### config.mk
export PLATFORM = sky130hd
export DESIGN_NAME = dmem_line_responder
export DESIGN_NICKNAME = d
export VERILOG_FILES = /design/src/rtl/dmem_line_responder.sv
export SDC_FILE = /design/constraint.sdc
export NUM_CORES = 1
export LEC_CHECK = 0
export CAP_MARGIN = 5
export CORE_MARGIN = 1.5
export CORE_UTILIZATION = 40
export CTS_BUF_LIST = sky130_fd_sc_hd__clkbuf_16
export DETAILED_ROUTE_END_ITERATION = 8
export PLACE_DENSITY_LB_ADDON = 0.15
export SLEW_MARGIN = 20
export SYNTH_ARGS = -nofsm -noshare
export SYNTH_HDL_FRONTEND = slang
export SYNTH_SLANG_ARGS = --single-unit
### constraint.sdc
create_clock -name clk -period 2.31 [get_ports clk]
set_input_delay 0.231 -clock clk [delete_from_list [all_inputs] [get_ports clk]]
set_output_delay 0.231 -clock clk [all_outputs]
set_load 0.02 [all_outputs]
### src/rtl/dmem_line_responder.sv
// Single-line data-cache responder: serves core word accesses from one buffered line, with write-back/fill to line memory.
// Optional DMEM_RESP_STATS_EN adds hit_count/miss_count outputs.
module dmem_line_responder #(
  parameter int unsigned LINE_WORDS = 8
) (
  input  logic                     clk,
  input  logic                     rst,
  input  logic                     dmem_read,
  input  logic                     dmem_write,
  input  logic [31:0]              dmem_address,
  input  logic [31:0]              dmem_wdata,
  input  logic [3:0]               dmem_wmask,
  output logic [31:0]              dmem_rdata,
  output logic                     dmem_resp,
  output logic                     pmem_read,
  output logic                     pmem_write,
  output logic [31:0]              pmem_address,
  output logic [32*LINE_WORDS-1:0] pmem_wdata,
  input  logic [32*LINE_WORDS-1:0] pmem_rdata,
  input  logic                     pmem_resp
`ifdef DMEM_RESP_STATS_EN
  ,
  output logic [31:0]              hit_count,
  output logic [31:0]              miss_count
`endif
);

  localparam int unsigned LINE_BITS = 32 * LINE_WORDS;
  localparam int unsigned OFFSET_W  = $clog2(LINE_BITS / 8);
  localparam int unsigned WSEL_W    = OFFSET_W - 2;
  localparam int unsigned TAG_W     = 32 - OFFSET_W;
  localparam int unsigned BASE_W    = WSEL_W + 5;

  typedef enum logic [1:0] {
    IDLE      = 2'd0,
    RESP      = 2'd1,
    WRITEBACK = 2'd2,
    FILL      = 2'd3
  } state_e;

  state_e               state_q, state_d;
  logic [LINE_BITS-1:0] line_data_q, line_data_d;
  logic [TAG_W-1:0]     line_tag_q, line_tag_d;
  logic                 valid_q, valid_d;
  logic                 dirty_q, dirty_d;

  logic [31:0]          dmem_rdata_d;
  logic                 dmem_resp_d;
  logic                 pmem_read_d;
  logic                 pmem_write_d;
  logic [31:0]          pmem_address_d;
  logic [LINE_BITS-1:0] pmem_wdata_d;

  logic [TAG_W-1:0]     req_tag;
  logic [WSEL_W-1:0]    word_sel;
  logic [BASE_W-1:0]    bit_base;
  logic [31:0]          cur_word;
  logic [31:0]          merged_word;
  logic                 req;
  logic                 hit;
  logic                 unused_addr_bits;

`ifdef DMEM_RESP_STATS_EN
  logic                 retry_q, retry_d;
  logic                 hit_inc;
  logic                 miss_inc;
`endif

  assign req_tag          = dmem_address[31:OFFSET_W];
  assign word_sel         = dmem_address[OFFSET_W-1:2];
  assign bit_base         = {word_sel, 5'd0};
  assign cur_word         = line_data_q[bit_base +: 32];
  assign req              = dmem_read | dmem_write;
  assign hit              = valid_q && (line_tag_q == req_tag);
  assign unused_addr_bits = ^dmem_address[1:0];

  // Byte-enable merge of the write data into the currently selected word
  always_comb begin
    merged_word = cur_word;
    for (int unsigned b = 0; b < 4; b++) begin
      if (dmem_wmask[b]) begin
        merged_word[8*b +: 8] = dmem_wdata[8*b +: 8];
      end
    end
  end

  // Next-state and next-output logic
  always_comb begin
    state_d        = state_q;
    line_data_d    = line_data_q;
    line_tag_d     = line_tag_q;
    valid_d        = valid_q;
    dirty_d        = dirty_q;
    dmem_rdata_d   = dmem_rdata;
    dmem_resp_d    = 1'b0;
    pmem_read_d    = 1'b0;
    pmem_write_d   = 1'b0;
    pmem_address_d = pmem_address;
    pmem_wdata_d   = pmem_wdata;
`ifdef DMEM_RESP_STATS_EN
    retry_d        = retry_q;
    hit_inc        = 1'b0;
    miss_inc       = 1'b0;
`endif

    unique case (state_q)
      IDLE: begin
        if (req) begin
          if (hit) begin
            // A simultaneous read and write is serviced as a write
            if (dmem_write) begin
              line_data_d[bit_base +: 32] = merged_word;
              dirty_d                     = 1'b1;
            end else begin
              dmem_rdata_d = cur_word;
            end
            dmem_resp_d = 1'b1;
            state_d     = RESP;
`ifdef DMEM_RESP_STATS_EN
            hit_inc = ~retry_q;
            retry_d = 1'b0;
`endif
          end else if (valid_q && dirty_q) begin
            pmem_write_d   = 1'b1;
            pmem_address_d = {line_tag_q, {OFFSET_W{1'b0}}};
            pmem_wdata_d   = line_data_q;
            state_d        = WRITEBACK;
`ifdef DMEM_RESP_STATS_EN
            miss_inc = 1'b1;
`endif
          end else begin
            pmem_read_d    = 1'b1;
            pmem_address_d = {req_tag, {OFFSET_W{1'b0}}};
            state_d        = FILL;
`ifdef DMEM_RESP_STATS_EN
            miss_inc = 1'b1;
`endif
          end
        end
      end

      RESP: begin
        state_d = IDLE;
      end

      WRITEBACK: begin
        if (pmem_resp) begin
          dirty_d        = 1'b0;
          pmem_read_d    = 1'b1;
          pmem_address_d = {req_tag, {OFFSET_W{1'b0}}};
          state_d        = FILL;
        end else begin
          pmem_write_d = 1'b1;
        end
      end

      FILL: begin
        if (pmem_resp) begin
          line_data_d = pmem_rdata;
          line_tag_d  = req_tag;
          valid_d     = 1'b1;
          dirty_d     = 1'b0;
          state_d     = IDLE;
`ifdef DMEM_RESP_STATS_EN
          // The re-lookup after a fill belongs to the miss, not a new hit
          retry_d = 1'b1;
`endif
        end else begin
          pmem_read_d = 1'b1;
        end
      end

      default: begin
        state_d = IDLE;
      end
    endcase
  end

  // State, line buffer and registered outputs
  always_ff @(posedge clk or negedge rst) begin
    if (!rst) begin
      state_q      <= IDLE;
      line_data_q  <= '0;
      line_tag_q   <= '0;
      valid_q      <= 1'b0;
      dirty_q      <= 1'b0;
      dmem_rdata   <= '0;
      dmem_resp    <= 1'b0;
      pmem_read    <= 1'b0;
      pmem_write   <= 1'b0;
      pmem_address <= '0;
      pmem_wdata   <= '0;
    end else begin
      state_q      <= state_d;
      line_data_q  <= line_data_d;
      line_tag_q   <= line_tag_d;
      valid_q      <= valid_d;
      dirty_q      <= dirty_d;
      dmem_rdata   <= dmem_rdata_d;
      dmem_resp    <= dmem_resp_d;
      pmem_read    <= pmem_read_d;
      pmem_write   <= pmem_write_d;
      pmem_address <= pmem_address_d;
      pmem_wdata   <= pmem_wdata_d;
    end
  end

`ifdef DMEM_RESP_STATS_EN
  // Access statistics, free-running with natural 32-bit wrap
  always_ff @(posedge clk or negedge rst) begin
    if (!rst) begin
      retry_q    <= 1'b0;
      hit_count  <= '0;
      miss_count <= '0;
    end else begin
      retry_q <= retry_d;
      if (hit_inc) begin
        hit_count <= hit_count + 32'd1;
      end
      if (miss_inc) begin
        miss_count <= miss_count + 32'd1;
      end
    end
  end
`endif

endmodule

Word level (Yosys, flattened, before mapping)
Index checks and enable logic that the tools add are counted.
- $add $sub $neg: 1
- equal/unequal tests: 11
- shift operators: 3
- muxes and demuxes: 39
- bitwise logic cells: 3
- reductions and logical operators: 14
- operator list (kind ; count):
    256-bit 2-to-1 mux ; 4
    256-bit case mux with 2 select lines ; 1
    256-bit bitwise mux ; 1
    32-bit by 10-bit variable shift with 256-bit output (first input constant) ; 1
    256-bit by 9-bit variable part select with 32-bit output ; 1
    32-bit by 10-bit variable part select with 256-bit output ; 1
    32-bit 2-to-1 mux ; 4
    32-bit case mux with 2 select lines ; 1
    8-bit 2-to-1 mux ; 4
    27-bit equality test ; 1
    1-bit 2-to-1 mux ; 16
    2-bit != test (second input constant) ; 6
    4-bit AND reduction ; 3
    8-bit negator with 10-bit output ; 1
    5-bit AND reduction ; 2
    2-bit 2-to-1 mux ; 4
    2-bit case mux with 4 select lines ; 1
    2-bit nonzero test ; 3
    2-bit equality test (second input constant) ; 2
    1-bit case mux with 2 select lines ; 2
    1-bit case mux with 3 select lines ; 1
    3-bit AND reduction ; 1
    2-bit by 1-bit equality test with 1-bit output (second input constant) ; 1
    1-bit logical AND ; 2
    other kinds (6) ; 7
- bits in registers: 610
- bits of input ports: 329
- output and inout port bits: 323

Logic depth before layout (Yosys ltp)
- depth in word-level cells: 8
- depth in mapped cells: 12

Worst setup path before layout
Ideal clock, no wire load.
- path type: input to register
- from: input port dmem_address[3]
- to: register line_data_q[225]
- arrival time: 2.940 ns
- slack: -0.755 ns
- stages on the path: 10
- buffers on the path: 4
- cell sequence: buf_2 buf_1 inv_1 ha_1 ha_1 clkbuf_1 or4b_2 o21ai_2 buf_6 mux2_2
- word-level cells in the longest chain between the ends: 8
- elaborated cells between the ends (all ways): 13
- ends and longest elaborated chain (element ; line ; text):
    from (decl) ; 10 ; input logic [31:0] dmem_address,
    256-bit by 9-bit variable part select with 32-bit output ; 72 ; assign cur_word = line_data_q[bit_base +: 32];
    8-bit 2-to-1 mux ; 81 ; if (dmem_wmask[b]) begin
    32-bit by 10-bit variable part select with 256-bit output ; 112 ; line_data_d[bit_base +: 32] = merged_word;
    256-bit bitwise mux (*) ; 112 ;
    256-bit 2-to-1 mux (*) ; 111 ; if (dmem_write) begin
    256-bit 2-to-1 mux (*) ; 109 ; if (hit) begin
    256-bit 2-to-1 mux (*) ; 108 ; if (req) begin
    256-bit case mux with 2 select lines (*) ; 106 ; unique case (state_q)
    to (signal assigned) ; 195 ; line_data_q <= line_data_d;
    to (decl) ; 42 ; logic [LINE_BITS-1:0] line_data_q, line_data_d;
Every way passes the cells marked *; elsewhere a longest branch is shown, timed or not. The select of a mux whose other input is x is not followed.
A chain may end at the register's enable or synchronous reset.

Worst setup path in the final report
- from: register line_tag_q[20]
- to: register pmem_wdata[211]
- word-level cells in the longest chain between the ends: 4
- ends and longest elaborated chain (element ; line ; text):
    from (decl) ; 43 ; logic [TAG_W-1:0] line_tag_q, line_tag_d;
    from (signal assigned) ; 196 ; line_tag_q <= line_tag_d;
    27-bit equality test ; 74 ; assign hit = valid_q && (line_tag_q == req_tag);
    1-bit logical AND ; 74 ;
    1-bit NOT (no line) ; n/a ;
    4-bit AND reduction (no line) ; n/a ;
    to (signal assigned) ; 204 ; pmem_wdata <= pmem_wdata_d;
    to (decl) ; 18 ; output logic [32*LINE_WORDS-1:0] pmem_wdata,
No other way between the ends.

==> key figures <==
Power and ir drop
  • Final Power: approximately 42 mW
  • Max rail drop VDD: 0.901 mV
  • Leakage power figure: roughly 19 nW
  • Pwr per Cell Area: 1010 nW/µm²

Floorplanning
  • Die Y-Extent: 269 µm
  • Number of rows in the core area: 97
  • Number of placed I/O pins: between 600 and 700
  • Horiz. Die Dim: around 270 µm
  • Initial cell density of the core: around two fifths
  • Die outline area: slightly above 70,000 µm²
  • Area inside the core boundary: 70,000 µm²

STA
  • Remaining max-slew budget at the tightest pin: between 50 and 60%
  • Fraction of the cycle the final worst path needs: 109%
  • Number of max-slew violations in the final report: 0
  • Final-report hold violation count: 0
  • Maximum operating frequency: 396 MHz
  • Worst slack on hold paths: 189 ps
  • Worst slew pin tran: 739 ps
  • Total Neg Setup Slack: -66,430 ps
  • Worst Clk Skew: 29.7 ps
  • RSZ-0062 raised after global routing: true
  • Final setup viols: 572
  • Minimum setup slack in the final design: -217 ps
  • Tmin final: 2530 ps

CTS
  • TritonCTS clock tree: done
  • Register clock-pin slew on the reported worst setup and hold paths: 60 ps
  • Level count of the clock H-tree: 3
  • Sink count of the clock tree: 605
  • Number of buffers added by the clock tree synthesis step: 68
  • Buffer depth of the longest clock path: 3
  • Cell at the root of the clock tree: sky130_fd_sc_hd__clkbuf_16
  • Clock latency on the worst-skew pair: 610 ps

Placed design
  • Placed wire-length estimate after detailed placement: 82,200 µm
  • Standard cell area after detailed placement: 37,800 µm²
  • Routability congestion estimate: around 0.90
  • Number of buffer cells added on primary ports: 644

Yosys
  • Area share of the leading cell type in the synthesized netlist: 53.4%
  • Post-synthesis instance total: 2,226
  • Synthesized area per cell: between 10 and 15 µm²
  • Most common flop cell mapped by yosys: sky130_fd_sc_hd__dfrtp_1
  • Post-synthesis register bit count: 605
  • Number of synthesis warnings: 0
  • Sequential element share of the synthesized area: between 50% and 60%
  • Number of unique standard cell types used by synthesis: 47
  • Share of flip-flops with an asynchronous set or reset: 100%
  • Largest cells by area after synthesis: sky130_fd_sc_hd__dfrtp_1 53%, sky130_fd_sc_hd__mux2_2 12%, sky130_fd_sc_hd__mux2_1 10%
  • Synth Cell Area: 28,300 µm²
  • Count of flip-flops with a built-in enable after synthesis: 0
  • Library cell with the largest summed area after synthesis: sky130_fd_sc_hd__dfrtp_1

GRT
  • Via count of the first global-routing pass: 24,137
  • Initial antenna violation count: 18
  • First-pass GRT wire length: 165,000 µm
  • Total global routing track utilization: 31.0%
  • Aggregate global routing overflow: 0
  • Maximum number of pins on one net before global-route repair: 115

Layout
  • Layout Nets: 3,404
  • Area overhead of the layout relative to synthesis: 47.5%
  • Highest-count cells in the layout ignoring fill and taps: 640 x sky130_fd_sc_hd__clkdlybuf4s50_1, 605 x sky130_fd_sc_hd__dfrtp_1, 298 x sky130_fd_sc_hd__nand2_1, 224 x sky130_fd_sc_hd__mux2_2, 195 x sky130_fd_sc_hd__mux2_1
  • Most common cell after layout, fill and taps aside: sky130_fd_sc_hd__clkdlybuf4s50_1
  • Area taken by multi-input logic gates: 13,200 µm²
  • Final core area utilization: 59.7%
  • Layout cells sized above 1: 28.1%
  • Reg area: 15,100 µm²
  • Layout Cell Area excl Fill: 41,800 µm²
  • Fillcell total: around 5,600

Routing
  • Drt first-iter violations: 2,013
  • Vias per std cell: 5.69
  • Number of design rule violations left after detail routing: 0
  • Via count of the routed design: 23,146
  • Number of optimization iterations in the first detailed-route pass: 8
  • Total Wirelength: 121,000 µm
  • Routed length per instance: 29.6 µm
  • Number of antenna-violating nets in the routed design: 0

Setup path
  • Critical path peak fanout: 29
  • Setup crit start: line_tag_q[20]
  • Worst reg2reg startpoint: line_tag_q[20]
  • Slowest stage cell, crit path: sky130_fd_sc_hd__dfrtp_1
  • Number of cells traversed by the worst register-to-register path: 9
  • Setup crit end kind: register
  • Number of buffer and inverter stages on the critical path: 3
  • Startpoint-to-endpoint class of the critical path: register to register
  • Critical path depth: 9
  • Top cell by count, worst path: sky130_fd_sc_hd__clkbuf_16
  • Kind of cell with the highest combined delay on the critical path: buffers and inverters
  • CP Launch Type: register
  • Critical Path End: pmem_wdata[211]
  • Crit path arrival time: 3010 ps
  • Slack of the worst reg-to-reg path: -220 ps
  • Ordered list of cells on the worst path: xor2_2 -> nor4_4 -> buf_4 -> nor3b_4 -> and2_4 -> nor3_4 -> clkbuf_16 -> clkbuf_16 -> mux2_2
  • Reg-to-reg critical path endpoint: pmem_wdata[211]
  • Required time of the worst setup path: 2800 ps
  • Highest cell delay on the worst timing path: 410 ps

Run status
  • Violations in the final reports: negative setup slack
  • Run status: complete, but fails checks

Hold path
  • Worst Hold Class: primary input to async pin

Flow run
  • Max Cap Violations: 0
power breakdown:
group	switching, mW	leakage (nW)	internal (mW)
logic	7.58	9.90	7.91
registers	2.33	8.02	13.3
clock network	4.64	1.14	6.46
total	14.6	19.1	27.6
what timing repair did:
item	in CTS	in global routing
hold endpoints to repair	36	0
hold buffers	1	0
buffers inserted	15	13
gates resized for setup	34	149
setup endpoints to repair	572	572
pin swaps	10	43
gates cloned	8	27
through the flow:
| stage | std cells | setup slack, ps |
|---|---|---|
| finish | 4071 | -217 |
| global route | 4068 | -287 |
| CTS | 4027 | -196 |
| detailed placement | 3880 | -835 |
| global placement | 3880 | -823 |
| floorplan | 2230 | -24.1 |
area by class of cell:
cell class	count	share of cell area (%)
Multi-Input combinational cell	1455	31.6
Clock inverter	54	1.21
Clock buffer	69	4.13
Inverter	6	0.0598
Tap cell	940	2.81
Antenna cell	8	0.0479
Timing Repair Buffer	934	23.9
Sequential cell	605	36.2
worst min-delay path by stage:
stage	start	to	depth (start not counted)
6_report	rst	pmem_wdata[38]	2
5_1_grt	rst	pmem_wdata[38]	2
4_1_cts	rst	pmem_wdata[38]	2
3_5_place_dp	rst	pmem_wdata[38]	1
3_3_place_gp	rst	pmem_wdata[38]	1
2_1_floorplan	rst	dirty_q	0
cells by family after synthesis:
| group | share of synthesized area (%) |
|---|---|
| mux | 28.5 |
| xor+xnor | 0.865 |
| simple gates | 6.11 |
| fa+ha+maj | 0.221 |
| buf+inv | 3.06 |
| compound gates | 7.82 |
| flops | 53.4 |
| other cells | 0.0132 |
Yosys cell counts (5+ instances only):
master,n
sky130_fd_sc_hd__buf_2,43
sky130_fd_sc_hd__nor2_1,74
sky130_fd_sc_hd__nand4_1,10
sky130_fd_sc_hd__buf_1,14
sky130_fd_sc_hd__nand3_1,9
sky130_fd_sc_hd__clkbuf_1,75
sky130_fd_sc_hd__o21a_1,65
sky130_fd_sc_hd__mux2_2,302
sky130_fd_sc_hd__mux4_2,64
sky130_fd_sc_hd__mux2i_1,32
sky130_fd_sc_hd__nor3_1,5
sky130_fd_sc_hd__ha_1,5
sky130_fd_sc_hd__nand2_1,301
sky130_fd_sc_hd__o21ai_0,193
sky130_fd_sc_hd__o32a_1,64
sky130_fd_sc_hd__buf_6,15
sky130_fd_sc_hd__xor2_1,5
sky130_fd_sc_hd__mux2_1,259
sky130_fd_sc_hd__inv_1,6
sky130_fd_sc_hd__xnor2_1,23
sky130_fd_sc_hd__buf_4,17
sky130_fd_sc_hd__dfrtp_1,605
metal layers:
metal  wire length [µm]  vias to the layer above  part of all wire (%)  global-route usage, %
met5                117                        -                 0.097                      0
li1                   -                     9696                     -                      -
met2              57300                     1185                    48                   51.2
met1              46500                    11963                    39                   38.0
met3              10100                      284                   8.3                   7.64
met4               6570                       18                   5.5                   15.4
registers in the layout (all words and copies together) (netlist names), 2 cells and up:
signal        flops
pmem_address     27
line_data_q     256
dmem_rdata       32
pmem_wdata      256
state_q           2
line_tag_q       27
Power figures use the tool's default switching activity.
